--- src/rtl/vsim_msg_fifo.sv ---
// Store-and-forward message FIFO feeding the user design's read PipeIn port.
// Ports: CLK/nRST; enq__ENA/enq_v/enq_last/enq__RDY word input;
//        deq__ENA/deq_v/deq_last/deq__RDY head output;
//        level, msg_count, proto_err status.
module vsim_msg_fifo #(
    parameter int WIDTH = 32,
    parameter int DEPTH = 16,
    parameter int CW    = $clog2(DEPTH) + 1
) (
    input  logic             CLK,
    input  logic             nRST,
    input  logic             enq__ENA,
    input  logic [WIDTH-1:0] enq_v,
    input  logic             enq_last,
    output logic             enq__RDY,
    input  logic             deq__ENA,
    output logic [WIDTH-1:0] deq_v,
    output logic             deq_last,
    output logic             deq__RDY,
    output logic [CW-1:0]    level,
    output logic [CW-1:0]    msg_count,
    output logic             proto_err
);

    localparam int AW = CW - 1;

    localparam logic [0:0] STORE = 1'b0;
    localparam logic [0:0] CUT   = 1'b1;

    logic [WIDTH:0]  mem [DEPTH];
    logic [CW-1:0]   wPtr;
    logic [CW-1:0]   rPtr;
    logic [0:0]      cutState;
    logic [WIDTH:0]  headWord;
    logic            full;
    logic            empty;
    logic            enqFire;
    logic            deqFire;
    logic            enqLast;
    logic            deqLast;
    logic            protoHit;

    assign full  = (wPtr[AW] != rPtr[AW]) &&
                   (wPtr[AW-1:0] == rPtr[AW-1:0]);
    assign empty = (wPtr == rPtr);

    assign headWord = mem[rPtr[AW-1:0]];

    assign enq__RDY = !full;
    // In CUT the oversize message streams out before its last word arrives.
    assign deq__RDY = !empty &&
                      ((msg_count != '0) || (cutState == CUT));

    assign deq_v    = empty ? '0 : headWord[WIDTH-1:0];
    assign deq_last = !empty && headWord[WIDTH];

    assign enqFire = enq__ENA && enq__RDY;
    assign deqFire = deq__ENA && deq__RDY;
    assign enqLast = enqFire && enq_last;
    assign deqLast = deqFire && deq_last;

    assign protoHit = (enq__ENA && !enq__RDY) ||
                      (deq__ENA && !deq__RDY);

    // Storage is not reset; the head mux hides stale data when empty.
    always_ff @(posedge CLK) begin
        if (enqFire) begin
            mem[wPtr[AW-1:0]] <= {enq_last, enq_v};
        end
    end

    always_ff @(posedge CLK or negedge nRST) begin
        if (!nRST) begin
            wPtr <= '0;
            rPtr <= '0;
        end else begin
            if (enqFire) begin
                wPtr <= wPtr + CW'(1);
            end
            if (deqFire) begin
                rPtr <= rPtr + CW'(1);
            end
        end
    end

    always_ff @(posedge CLK or negedge nRST) begin
        if (!nRST) begin
            level <= '0;
        end else begin
            unique case ({enqFire, deqFire})
                2'b10:   level <= level + CW'(1);
                2'b01:   level <= level - CW'(1);
                default: level <= level;
            endcase
        end
    end

    always_ff @(posedge CLK or negedge nRST) begin
        if (!nRST) begin
            msg_count <= '0;
        end else begin
            unique case ({enqLast, deqLast})
                2'b10:   msg_count <= msg_count + CW'(1);
                2'b01:   msg_count <= msg_count - CW'(1);
                default: msg_count <= msg_count;
            endcase
        end
    end

    // A full buffer with no complete message can never drain in STORE,
    // so switch to cut-through until that message's last word leaves.
    always_ff @(posedge CLK or negedge nRST) begin
        if (!nRST) begin
            cutState <= STORE;
        end else begin
            unique case (cutState)
                CUT: begin
                    if (deqLast) begin
                        cutState <= STORE;
                    end
                end
                default: begin
                    if (full && (msg_count == '0)) begin
                        cutState <= CUT;
                    end
                end
            endcase
        end
    end

    always_ff @(posedge CLK or negedge nRST) begin
        if (!nRST) begin
            proto_err <= 1'b0;
        end else if (protoHit) begin
            proto_err <= 1'b1;
        end
    end

endmodule

--- config.mk ---
export PLATFORM = sky130hd
export DESIGN_NAME = vsim_msg_fifo
export DESIGN_NICKNAME = d
export VERILOG_FILES = /design/src/rtl/vsim_msg_fifo.sv
export SDC_FILE = /design/constraint.sdc
export NUM_CORES = 1
export LEC_CHECK = 0
export ABC_AREA = 1
export CELL_PAD_IN_SITES_DETAIL_PLACEMENT = 0
export CELL_PAD_IN_SITES_GLOBAL_PLACEMENT = 1
export CORE_ASPECT_RATIO = 1.5
export CORE_MARGIN = 4
export CORE_UTILIZATION = 45
export CTS_CLUSTER_DIAMETER = 150
export DETAILED_ROUTE_END_ITERATION = 6
export PLACE_DENSITY = 0.85
export SETUP_SLACK_MARGIN = 0.1
export SKIP_CTS_REPAIR_TIMING = 1
export SYNTH_ARGS = -nofsm -noshare
export SYNTH_HDL_FRONTEND = slang
export SYNTH_SLANG_ARGS = --single-unit
--- constraint.sdc ---
create_clock -name CLK -period 4 [get_ports CLK]
set_input_delay 0.4 -clock CLK [delete_from_list [all_inputs] [get_ports CLK]]
set_output_delay 0.4 -clock CLK [all_outputs]
set_load 0.1 [all_outputs]
# Word level (Yosys, flattened, before mapping)
# Memories as Yosys holds them, arrays and structs flattened.
# Cells that the tools add are included.
# op_classes
addsub	6
n_eq_ne	7
muxes	8
reduce_logical	19
# op_table
cell	count
2-to-1 mux 32 bit	1
adder 5 x 1 -> 5 bit (second input constant)	4
case mux 5 bit (2 select lines)	2
logical AND 1 bit	10
subtractor 5 x 1 -> 5 bit (second input constant)	2
equality test 5 bit	1
zero test 5 bit	1
2-to-1 mux 1 bit	5
nonzero test 5 bit	1
equality test 2 x 1 -> 1 bit (second input constant)	2
equality test 2 bit (second input constant)	2
equality test 4 bit	1
nonzero test 2 bit	2
zero test 1 bit	3
logical OR 1 bit	2
inequality test 1 bit	1
# word_totals
reg_bits	22
ramBits	528
input_bits	37
out_inout_bits	46
memories	1
# mem_list
name	depth	word_bits	read_ports	rd_clocked_by_memory_dff	wr	line	rtl
mem	16	33	1	0	1	30	logic [WIDTH:0] mem [DEPTH];

# Logic depth before layout (Yosys ltp)
# logic_depth
depth_word	7
mapped_depth	22

# Worst setup path before layout
# No wires, ideal clock.
# synth_timing
kind	reg2reg
start	register rPtr[0]
end	memory mem[12][0] (netlist name), enable pin
t_arrival_ns	3.651
required_ns	3.536
slack_ns	-0.115
stages_incl_launch_ff	10
n_path_buf	2
period_less_slack_ns	4.115
path_cell_list	dfrtp_1 > inv_2 > buf_6 > nand2_1 > nand2_1 > nor2_2 > nand3b_4 > nand2_4 > buf_2 > nor3_1
# synth_via
elab_chain_cells	6
# synth_lines
item	line	rtl
from (decl)	32	logic [CW-1:0] rPtr;
from (signal assigned)	81	rPtr <= rPtr + CW'(1);
equality test 4 bit	44	(wPtr[AW-1:0] == rPtr[AW-1:0]);
logical AND 1 bit	43	assign full = (wPtr[AW] != rPtr[AW]) &&
zero test 1 bit	49	assign enq__RDY = !full;
net enq__RDY	15	output logic enq__RDY,
logical AND 1 bit	57	assign enqFire = enq__ENA && enq__RDY;
2-to-1 mux 1 bit	67	if (enqFire) begin
2-to-1 mux 1 bit (implied by the code)	68	mem[wPtr[AW-1:0]] <= {enq_last, enq_v};
to (decl)	30	
# The timed path passes the listed nets, and every way through them passes these cells.

# Worst setup path after layout
# layout_timing
start	register rPtr[0]
end	output deq_v[25]
# layout_via
elab_chain_cells	2
elab_cells_between_ends	3
classes_between	1 x eq/ne; 1 x mux; 1 x memory
# layout_lines
item	line	rtl
memory read (16 x 33 bit) or equality test 5 bit (tied branches)	n/a	
2-to-1 mux 32 bit (*)	54	assign deq_v = empty ? '0 : headWord[WIDTH-1:0];
to (decl)	17	output logic [WIDTH-1:0] deq_v,
# Every way passes the cells marked *; elsewhere a longest branch is shown, timed or not.

==> impl_metrics.py <==
metrics = {
    "setup_path": {
        "crit_end": "deq_v[25]",
        "cp.required_ns": 3.60,
        "path_class": "flop to output pin",
        "cp.arrival_ns": 3.13,
        "rrSetupSlack_ns": 0.89,
        "cp-startpoint": "rPtr[0]",
        "reg2reg_from": "rPtr[2]",
        "r2r-end": "level[4]",
        "reg2reg_depth": 16,
        "worst-path-max-fanout": 75,
        "end_kind": "output pin",
        "crit_path_start_kind": "flop",
    },
    "yosys": {
        "synth-edff-count": 528,
        "yosysSeqAreaShare": 0.729,
        "yosys.area.top_type": "edfxtp_1",
        "synth_top_area_frac": 0.704,
        "synth.area.top_cells": "edfxtp_1 70%, nor2_1 6.6%, o21ai_0 4.9%",
        "synth_common_cells": "528 x edfxtp_1, 393 x nor2_1, 220 x o21ai_0, 173 x nand2_1, 112 x o21ai_1",
        "synthesis.nets": 1894,
        "synth.most_common_cell": "edfxtp_1",
        "syn-mean-instance-area_um2": 12.2,
        "ys.warnings.count": 0,
        "mappedNetlistArea_um2": 22500,
        "async_reset_ff_frac": 0.0400,
        "synth-main-ff-cell": "edfxtp_1",
        "ys_ff_latch": 550,
        "synthCells": 1842,
        "post_synth_num_cell_types": 33,
    },
    "die": {
        "dieArea_um2": 53800,
        "pin_count": 83,
        "core_um2": 49500,
        "initial_core_util": 0.454,
        "die_h_um": 282,
        "rows": 100,
        "die_w_um": 191,
    },
    "placed_design": {
        "hpwl_um": 28100,
        "place.port_buffers": 82,
        "routabilityCongestion": 0.805,
    },
    "cells_and_area": {
        "fin_nets": 1952,
        "area_growth_pct": 15.2,
        "drive_above_1_share": 0.0916,
    },
    "global_route": {
        "antenna_found_initial": 2,
        "overflow": 0,
        "grt_pass1_vias": 14250,
        "grt_pass1_wl_um": 79400,
        "grt_max_degree": 202,
        "grt_use_total": 0.189,
    },
    "route": {
        "via_count": 14202,
        "antenna_left": 0,
        "wl_um": 51800,
        "drt_iter0_markers": 1165,
        "drc": 0,
        "dr.pass1.iters": 6,
        "drt-wirelength-per-cell_um": 19.9,
        "vias_per_cell": 5.47,
    },
    "cts": {
        "insertion_delay_ns": 0.56,
        "cts.path.max_buffers": 3,
        "cts_tree": "yes",
        "cts-root-buf": "clkbuf_16",
        "cts_buffers": 46,
        "clock-sinks": 550,
        "cts.clk_slew.worst_paths_ns": 0.07,
        "htreeDepth": 2,
    },
    "timing": {
        "clock_skew_ns": 0.0119,
        "slew_headroom": 0.294,
        "finalCriticalPeriod_ns": 3.53,
        "fmax_mhz": 283,
        "setup_viol": 0,
        "rsz0062_at_grt": "false",
        "period_share": 0.883,
        "hold_viol": 0,
        "worstMarginPinSlew_ns": 1.06,
        "drv_slew": 0,
        "holdWs_ns": 0.414,
    },
    "min_path": {
        "worst_hold_path_type": "input pin to asynchronous set/reset pin",
    },
    "run_status": {
        "status": "finished, final reports clean",
    },
    "run": {
        "maxCapViolCount": 0,
    },
}
[layer usage]
layer / global-route usage / part of all wire / vias to the layer above
li1: - / - / 6627
met1: 0.233 / 0.39 / 7022
met2: 0.341 / 0.53 / 448
met3: 0.0235 / 0.054 / 105
met4: 0.0717 / 0.034 / 0
met5: 0 / 0 / -
[how the worst min path moves through the flow]
stage / slack (ns) / endpoint / start / depth (start not counted)
final: 0.41 / wPtr[3] / nRST / 1
after floorplan: 0.10 / cutState / nRST / 0
after CTS: 0.45 / level[4] / nRST / 1
after global routing: 0.51 / wPtr[3] / nRST / 1
after detailed placement: 0.47 / cutState / cutState / 2
after global placement: 0.46 / cutState / cutState / 2
[registers in the layout, summed over array words and instances, names as in the netlist]
signal	cells
level	5
proto_err	1
mem	528
rPtr	5
msg_count	5
wPtr	5
cutState	1
[kinds of logic (layout without fill, tap and decap cells)]
group           after synthesis  after routing  synth area share
compound gates              437            437             0.106
xor+xnor                     12             12           0.00500
fa+ha+maj                    15             15           0.00900
buf+inv                     189            279            0.0392
flops                       550            550             0.729
other cells                   0              2                 0
simple gates                639            639             0.112
[cells in the final DEF, fill, tap and decap left out, types with 4 or more instances in the layout]
cell	synthesis	layout
clkbuf_16	0	49
a21oi_2	8	8
nor3_2	0	9
dfrtp_1	22	19
clkinv_2	0	5
bufinv_16	0	7
xnor2_1	6	6
a21oi_1	31	31
inv_1	76	76
ha_1	13	13
buf_12	0	37
o21ai_0	220	220
clkdlybuf4s50_1	0	47
edfxtp_1	528	528
clkbuf_1	56	4
nand2_1	173	173
xor2_1	5	5
buf_4	12	34
clkinv_1	1	11
nand3_1	51	51
o211ai_1	64	64
nor2_1	393	391
o21ai_1	112	112
nor3_4	0	6
[critical path: stages (launching register included)]
cell	delay, ns
dfrtp_4	0.56
inv_6	0.24
buf_4	0.69
o21ai_0	0.22
o211ai_1	0.14
nand3_1	0.16
a21oi_1	0.28
buf_12	0.22
[stage by stage]
| stage | cell area [um^2] | util | setup TNS, ns | std cells | setup slack, ns |
|---|---|---|---|---|---|
| after floorplan | 22500 | - | -34.23 | 1842 | -0.115 |
| after global placement | 24400 | 0.492 | 0 | 2515 | 0.898 |
| after detailed placement | 24400 | 0.492 | 0 | 2515 | 0.873 |
| after CTS | 25900 | 0.523 | 0 | 2595 | 0.397 |
| after global routing | 25900 | 0.523 | 0 | 2597 | 0.263 |
| final | 25900 | 0.523 | 0 | 2597 | 0.469 |
[cell type report]
| type | count | area (um^2) |
|---|---|---|
| sequential | 550 | 16400 |
| fill | 4085 | 23600 |
| clock inverter | 27 | 313 |
| inverter | 81 | 309 |
| clock buffer | 53 | 1240 |
| antenna | 2 | 5.00 |
| tap | 663 | 830 |
| timing repair buffer | 118 | 1470 |
| multi-input combinational | 1103 | 5350 |
Power of run 1 is left out: the tool's default activity adds up to more than one toggle a clock period on the data nets, which glitch-free logic cannot reach.
==> patch (config.mk and constraints unchanged) <==
Make the reset (`nRST`) synchronous in 5 clocked blocks.
--- a/src/rtl/vsim_msg_fifo.sv
+++ b/src/rtl/vsim_msg_fifo.sv
@@ -69,7 +69,7 @@
         end
     end
 
-    always_ff @(posedge CLK or negedge nRST) begin
+    always_ff @(posedge CLK) begin
         if (!nRST) begin
             wPtr <= '0;
             rPtr <= '0;
@@ -83,7 +83,7 @@
         end
     end
 
-    always_ff @(posedge CLK or negedge nRST) begin
+    always_ff @(posedge CLK) begin
         if (!nRST) begin
             level <= '0;
         end else begin
@@ -95,7 +95,7 @@
         end
     end
 
-    always_ff @(posedge CLK or negedge nRST) begin
+    always_ff @(posedge CLK) begin
         if (!nRST) begin
             msg_count <= '0;
         end else begin
@@ -109,7 +109,7 @@
 
     // A full buffer with no complete message can never drain in STORE,
     // so switch to cut-through until that message's last word leaves.
-    always_ff @(posedge CLK or negedge nRST) begin
+    always_ff @(posedge CLK) begin
         if (!nRST) begin
             cutState <= STORE;
         end else begin
@@ -128,7 +128,7 @@
         end
     end
 
-    always_ff @(posedge CLK or negedge nRST) begin
+    always_ff @(posedge CLK) begin
         if (!nRST) begin
             proto_err <= 1'b0;
         end else if (protoHit) begin
Behaviour: differs if nRST is asserted again (counterexample within 4 cycles, from zero or initial values and one cycle with nRST low); with nRST held inactive, the same outputs for 4 cycles.
==> patch against the original RTL <==
Register-to-register slack better by 0.10 ns; core utilization is 0.22 points higher; sequential cell count increased by 4; worst hold slack better by 0.037 ns; final area is 1.1% lower; critical path depth grew 1; wire length barely moved; die area shrank 0.85%; worst setup slack lost 0.14 ns; synthesized area fell by 0.88%.
==> patch: results (changes against the original RTL) <==
| Metric | Value |
|---|---|
| Nets@finish | 1,865 (-4.5%) |
| Commonest cells in the netlist | 528 x edfxtp_1, 415 x nor2_1, 268 x o21ai_0 |
| Clk buf depth | 3 (unchanged) |
| Placer congestion estimate | 0.784 (-2.7%) |
| Initial antenna violation count | 5 (+3) |
| Max IR drop VDD | ~0.33 mV |
| Dominant cells by area after synthesis | edfxtp_1 71%, nor2_1 7.0%, o21ai_0 6.0%, o211ai_1 4.3%, dfxtp_1 2.3% |
| DR vias | 14,000 (-1.4%) |
| Layout fillers | 4,028 (-1.4%) |
| Root buf cell | clkbuf_16 |
| Number of flip-flops in the largest register | 528 (unchanged) |
| Post-DP Area | 24,100 µm² (-1.2%) |
| First-pass GRT wire length | 79,000 µm (-0.48%) |
| Critical path fanouts, max | 228 (+200%) |
| Num CTS Buffers | 47 (+2.2%) |
| Synthesis warning total | 0 (unchanged) |
| Buffers on Ports | 82 (unchanged) |
| DRT Pass-1 Iters | 5 (-1) |
| Relative slew slack | 11.0% (-18 points) |
| Post-synthesis async set-or-reset flop share | 0% (-4.0 points) |
| Htree depth | 2 (unchanged) |
| Largest net degree at the start of global routing | 229 (+13%) |
| Worst-path clk slew | about 0.060 ns |
| Vias in the first global route | 14,000 (-1.8%) |
| Routed WL per cell | 20.6 µm (+3.5%) |
| Sequential area share after synthesis | 73.4% (+0.51 points) |
| Total global routing track utilization | 19.0% (+0.14 points) |
| Status | complete, no violations |
| Worst clock skew | 0.0179 ns (+0.00601 ns) |
| Iter 0 DRT Violations | 1,555 (+33%) |
| Share of layout cells above drive strength 1 | 9.19% (+0.028 points) |
| Final Setup Violations | 0 (unchanged) |
| Unique masters post-synth | 35 (+6.1%) |
| Worst-Skew Late Latency | 0.56 ns (about the same) |
| Worst min-delay path class | input pin to register |
| Post-Syn Nets | 1,815 (-4.2%) |
| Number of synthesized flops with an enable pin | 528 (unchanged) |
| Worst slack, placed | 0.959 ns (+0.0860 ns) |
| Total of max-cap violations | 0 (unchanged) |
| Crit path DAT | 3.28 ns (+0.15 ns) |
| Final HPWL DP | 26,800 µm (-4.8%) |
| Leak Pwr | 8.44 nW |
-- patch: cell count changes after synthesis, moves of 26 or more --
cell / delta
nand2_1: -114
o21ai_0: +48
o211ai_1: +64
nand3_1: +34
o21ai_1: -108
inv_1: -34
dfxtp_1: +26
-- patch: per-stage QoR --
step	hold WS [ns]	cells	util [%]	total power, mW
floorplan	0.439	1763	-	8.81
global placement	0.442	2420	49.4	9.68
detailed placement	0.456	2420	49.4	9.74
CTS	0.431	2506	52.5	14.3
global route	0.460	2508	52.6	14.7
finish	0.451	2508	52.6	14.2
-- patch: kinds of logic (layout without fill, tap and decap cells) --
family          after synthesis  after routing  share of synthesized area, %
fa+ha+maj                    15             15                         0.908
simple gates                569            569                          10.3
buf+inv                     160            247                          3.32
compound gates              457            457                          11.7
flops                       554            554                          73.4
xor+xnor                      8              8                         0.314
other cells                   0              2                             0
-- patch: metal layers --
metal  global-route usage [%]  share of wire (%)  vias to the layer above
li1                         -                  -                     6511
met3                     3.09                6.5                      116
met1                     22.9                 38                     6840
met4                     6.46                3.0                        6
met2                     34.7                 53                      527
met5                        0              0.091                        -
-- patch: area by class of cell --
cell class	count	share of cell area, %
diodes	2	0.0195
clock buffers	58	4.99
clock inverters	28	1.07
inverters	47	0.741
multi-input cells	1049	20.7
flip-flops and latches	554	63.9
well taps	656	3.20
repair buffers	114	5.38
-- patch: power by group --
| group | internal, mW | total (mW) | switching (mW) |
|---|---|---|---|
| registers | 6.45 | 6.50 | 0.0527 |
| clock network | 2.60 | 4.60 | 2.00 |
| logic | 0.864 | 3.11 | 2.24 |
-- patch: path summary, 6_finish.rpt --
path	startpoint	endpoint	slack, ns	depth (start not counted)
min	deq__ENA	proto_err	0.45	3
max	register	deq_v[2]	0.32	8
min reg2reg	level[4]	level[4]	0.47	1
max reg2reg	register	msg_count[4]	0.99	19
-- patch: critical path, cell delays in order, from the launching register on --
cell      delay, ns
dfxtp_4        0.44
buf_12         0.52
nor2_1         0.12
nor2_1         0.11
o21ai_0        0.08
o211ai_1       0.13
nand3_1        0.13
a21oi_1        0.43
buf_4          0.38
